`config.mk`:
```
export PLATFORM = sky130hd
export DESIGN_NAME = clk_lock_sequencer
export DESIGN_NICKNAME = d
export VERILOG_FILES = /design/src/rtl/clk_lock_sequencer.sv
export SDC_FILE = /design/constraint.sdc
export NUM_CORES = 1
export LEC_CHECK = 0
export BUFFER_PORTS_ARGS = -buffer_cell sky130_fd_sc_hd__buf_2
export CORE_ASPECT_RATIO = 0.7
export CORE_MARGIN = 2
export CORE_UTILIZATION = 60
export DETAILED_ROUTE_END_ITERATION = 7
export PLACE_DENSITY_LB_ADDON = 0.15
export SETUP_SLACK_MARGIN = 0.4
export SYNTH_ARGS = -nofsm -noshare
export SYNTH_HDL_FRONTEND = slang
export SYNTH_SLANG_ARGS = --single-unit
```
`constraint.sdc`:
```
create_clock -name clk_1 -period 5.7 [get_ports clk_1]
set_clock_uncertainty 0.2 [all_clocks]
set_input_delay 0.855 -clock clk_1 [delete_from_list [all_inputs] [get_ports clk_1]]
set_output_delay 0.855 -clock clk_1 [all_outputs]
set_load 0.01 [all_outputs]
```
`src/rtl/clk_lock_sequencer.sv`:
```
// clk_lock_sequencer: synchronises and qualifies the wizard lock, sequences sys_rst,
// counts lock losses in RUN and drives a heartbeat for the clk_1 domain.
module clk_lock_sequencer #(
    parameter int STABLE_CYCLES = 1024,
    parameter int HOLD_CYCLES   = 64,
    parameter int HB_DIV        = 25000000
) (
    input  logic       clk_1,
    input  logic       rst,
    input  logic       locked,
    input  logic       clr_loss,
    output logic       sys_rst,
    output logic       ready,
    output logic [7:0] loss_count,
    output logic       heartbeat,
    output logic       beat_pulse
);
    localparam int CMAX = (STABLE_CYCLES > HOLD_CYCLES) ? STABLE_CYCLES : HOLD_CYCLES;
    localparam int CW   = (CMAX > 1) ? $clog2(CMAX) : 1;
    localparam int HW   = (HB_DIV > 1) ? $clog2(HB_DIV) : 1;

    typedef enum logic [1:0] {WAIT_LOCK, STABLE, HOLD, RUN} state_t;

    state_t        state_q, state_d;
    logic [CW-1:0] cnt_q, cnt_d;
    logic [HW-1:0] hb_q, hb_d;
    logic [7:0]    loss_q, loss_d;
    logic          ff1_q, locked_s_q;
    logic          heartbeat_q, heartbeat_d;
    logic          beat_q, beat_d;
    logic          stay_run, hb_wrap, loss_ev;

    always_comb begin
        state_d = state_q;
        cnt_d   = '0;
        case (state_q)
            WAIT_LOCK: if (locked_s_q) state_d = STABLE;
            STABLE: begin
                if (!locked_s_q) state_d = WAIT_LOCK;
                else if (cnt_q == CW'(STABLE_CYCLES - 1)) state_d = HOLD;
                else cnt_d = cnt_q + CW'(1);
            end
            HOLD: begin
                if (!locked_s_q) state_d = WAIT_LOCK;
                else if (cnt_q == CW'(HOLD_CYCLES - 1)) state_d = RUN;
                else cnt_d = cnt_q + CW'(1);
            end
            RUN:       if (!locked_s_q) state_d = WAIT_LOCK;
            default:   state_d = WAIT_LOCK;
        endcase
        // Heartbeat only advances on edges that both start and end in RUN, so each entry restarts it low
        stay_run    = (state_q == RUN) && locked_s_q;
        hb_wrap     = (hb_q == HW'(HB_DIV - 1));
        hb_d        = (stay_run && !hb_wrap) ? hb_q + HW'(1) : '0;
        heartbeat_d = stay_run ? (heartbeat_q ^ hb_wrap) : 1'b0;
        beat_d      = stay_run && hb_wrap;
        loss_ev     = (state_q == RUN) && !locked_s_q;
        loss_d      = clr_loss ? {7'd0, loss_ev} :
                      (loss_ev && loss_q != 8'hff) ? loss_q + 8'd1 : loss_q;
    end

    always_ff @(posedge clk_1) begin
        if (rst) begin
            ff1_q       <= 1'b0;
            locked_s_q  <= 1'b0;
            state_q     <= WAIT_LOCK;
            cnt_q       <= '0;
            hb_q        <= '0;
            heartbeat_q <= 1'b0;
            beat_q      <= 1'b0;
            loss_q      <= '0;
        end else begin
            ff1_q       <= locked;
            locked_s_q  <= ff1_q;
            state_q     <= state_d;
            cnt_q       <= cnt_d;
            hb_q        <= hb_d;
            heartbeat_q <= heartbeat_d;
            beat_q      <= beat_d;
            loss_q      <= loss_d;
        end
    end

    assign sys_rst    = (state_q != RUN);
    assign ready      = (state_q == RUN);
    assign loss_count = loss_q;
    assign heartbeat  = heartbeat_q;
    assign beat_pulse = beat_q;
endmodule
```
==> results.sh <==
export IMPL_status="finished, final reports clean"
export IMPL_power_density_nw_per_um2=225
export IMPL_hold_buffers=0
export IMPL_synth_edf_count=0
export IMPL_ys_seq_elements=49
export IMPL_post_cts_setup_buffers=0
export IMPL_drc=0
export IMPL_critical_path_max_stage_delay_ns=0.67
export IMPL_gp_congestion=0.823
export IMPL_endpoint_kind="register"
export IMPL_synth_ff_type="dfxtp_1"
export IMPL_synth_cell_types=43
export IMPL_yosys_area_top_type="dfxtp_1"
export IMPL_grt_pass1_wl_mm=7.09
export IMPL_synth_seq_area_share_pct=42.8
export IMPL_wl_per_cell_um=12.5
export IMPL_dpl_hpwl_mm=2.89
export IMPL_drt_iter0_drc=96
export IMPL_synthAdderAreaFrac_pct=3.82
export IMPL_drv_cap=0
export IMPL_finalCriticalPeriod_ns=2.32
export IMPL_netlist_area_leader_share_pct=42.8
export IMPL_coreArea_um2=3580
export IMPL_crit_chain="ha_1 > nand2_1 > or4_1 > or4_4 > a21oi_2"
export IMPL_fin_nets=289
export IMPL_ant_nets=0
export IMPL_leakage_nw=0.795
export IMPL_synth_top_family_by_area="simple AND/OR/NAND/NOR gates"
export IMPL_rsz0062_at_grt="no"
export IMPL_p_total_mw=0.557
export IMPL_synthSimpleGateAreaFrac_pct=29.4
export IMPL_hold_path_class="register to register"
export IMPL_num_rows=18
export IMPL_antennaDiodeCount=0
export IMPL_grt_pass1_vias=1615
export IMPL_r2r_start="hb_q[0]"
export IMPL_min_period_over_period_pct=40.7
export IMPL_cp_top_family="simple AND/OR/NAND/NOR gates"
export IMPL_viasPerCell=5.83
export IMPL_worst_slew_pin_slew_ns=0.517
export IMPL_avgSynthCellArea_um2=8.71
export IMPL_crit_arrival_ns=2.36
export IMPL_synth_commonest_cells="dfxtp_1 (49), nor2_1 (34), nand2_1 (16), a21oi_1 (14), xnor2_1 (13)"
export IMPL_multi_input_area_um2=1240
export IMPL_initial_core_util_pct=64.0
export IMPL_crit_required_ns=5.74
export IMPL_syn_area_um2=2290
export IMPL_wirelength_mm=4.13
export IMPL_drive_above_1_share_pct=12.2
export IMPL_syn_inst=263
export IMPL_syn_to_final_growth_pct=8.14
export IMPL_dieHeight_um=55.7
export IMPL_postLayoutCoreUtil_pct=69.2
export IMPL_worstSetupPathType="register to register"
export IMPL_ir_drop_mv=0.188
export IMPL_htree_num_levels=2
export IMPL_cts_buffer_depth=2
export IMPL_fmax_mhz=431
export IMPL_clk_pin_slew_ns=0.08
export IMPL_die_w_um=77.9
export IMPL_cts_tree="built"
export IMPL_tns_ns=0
export IMPL_crit_start="hb_q[0]"
export IMPL_synth_area_mux_share_pct=0.437
export IMPL_fillers=296
export IMPL_worst_path_max_fanout=8
export IMPL_slew_headroom_pct=65.3
export IMPL_drv_slew=0
export IMPL_cts_resized=0
export IMPL_overflow=0
export IMPL_crit_buf_inv=0
export IMPL_slowest_stage="or4_1"
export IMPL_cts_sinks=49
export IMPL_clk_latency_ns=0.30
export IMPL_async_flop_share_pct=0
export IMPL_io_pins=16
export IMPL_io_buffers=15
export IMPL_synth_xor_area_share_pct=8.79
export IMPL_grt_max_degree=25
export IMPL_clock_root_buffer="clkbuf_8"
export IMPL_setup_violations=0
export IMPL_hold_viol=0
export IMPL_cp_start_kind="register"
export IMPL_numCtsBuffers=5
export IMPL_synth_warnings=0
export IMPL_first_pass_iters=5
export IMPL_grt_total_usage_pct=20.3
export IMPL_synth_compound_area_share_pct=11.5
export IMPL_synth_area_leaders="dfxtp_1 (43%), nor2_1 (5.6%), xnor2_1 (5.0%)"
export IMPL_num_vias=1919
export IMPL_ff_latch_area_um2=981
export IMPL_min_from="ff1_q"
export IMPL_synth_most_common_cell="dfxtp_1"
export IMPL_antenna_found_initial=0
export IMPL_die_area_um2=4340
export IMPL_syn_nets=274
[sequential cells by signal, summed over array words and instances (netlist names)]
name	cells
hb_q	25
cnt_q	10
loss_count	8
state_q	2
beat_pulse	1
ff1_q	1
heartbeat	1
locked_s_q	1
[worst register-to-register path: cells and delay by family (launching register included)]
family	cells	cell delay, ns
fa+ha+maj	1	0.23
flops	1	0.36
compound gates	1	0.13
simple gates	3	1.35
[layout make-up]
class / instances / area share [%]
sequential: 49 / 39.6
clock buffer: 8 / 3.23
tap: 50 / 2.53
timing repair buffer: 16 / 3.33
inverter: 9 / 1.36
multi-input combinational: 197 / 49.9
[power by group]
group          leakage (nW)  internal (mW)  switching, mW  total, mW
clock                0.0395         0.0874          0.108      0.196
combinational         0.360        0.00682        0.00883     0.0156
sequential            0.395          0.344        0.00165      0.345
[per-layer routing]
metal / vias to the layer above / global-route usage, % / wire length [um]
li1: 971 / - / -
met1: 892 / 29.3 / 2190
met2: 49 / 28.6 / 1670
met3: 7 / 5.03 / 199
met4: 0 / 9.44 / 67
met5: - / 0 / 0
[metrics by stage]
step | cells | area, um2 | setup WS, ns | hold WS [ns]
floorplan | 263 | 2290 | 3.53 | 0.214
global placement | 321 | 2400 | 3.44 | 0.224
detailed placement | 321 | 2400 | 3.40 | 0.236
CTS | 329 | 2480 | 3.38 | 0.255
global route | 329 | 2480 | 3.23 | 0.280
finish | 329 | 2480 | 3.38 | 0.249
[placed cells by master (no fill, tap or decap), types with 5 or more instances in the layout]
cell,count
or3_1,8
nor4_1,5
nand2_1,16
xor2_1,10
xnor2_1,13
a21oi_1,14
nand3_1,10
o21ai_0,11
nor3_1,8
dfxtp_1,49
nand4_1,7
clkbuf_8,5
buf_2,15
inv_1,9
ha_1,7
nor2_1,34
[kinds of logic (layout without fill, tap and decap cells)]
| logic type | Yosys count | in the layout |
|---|---|---|
| multiplexers | 1 | 1 |
| flip-flops | 49 | 49 |
| AND/OR/NAND/NOR | 123 | 123 |
| XOR/XNOR | 23 | 23 |
| AO/OA/AOI/OAI | 43 | 43 |
| adder cells (fa/ha/maj) | 7 | 7 |
| buffers and inverters | 17 | 33 |
[path summary, 6_finish.rpt]
path,end,slack (ns),depth (start not counted)
max reg2reg,hb_q[24],3.38,5
min,locked_s_q,0.25,1
max,hb_q[24],3.38,5
min reg2reg,locked_s_q,0.25,1
(Power assumes the default switching activity.)
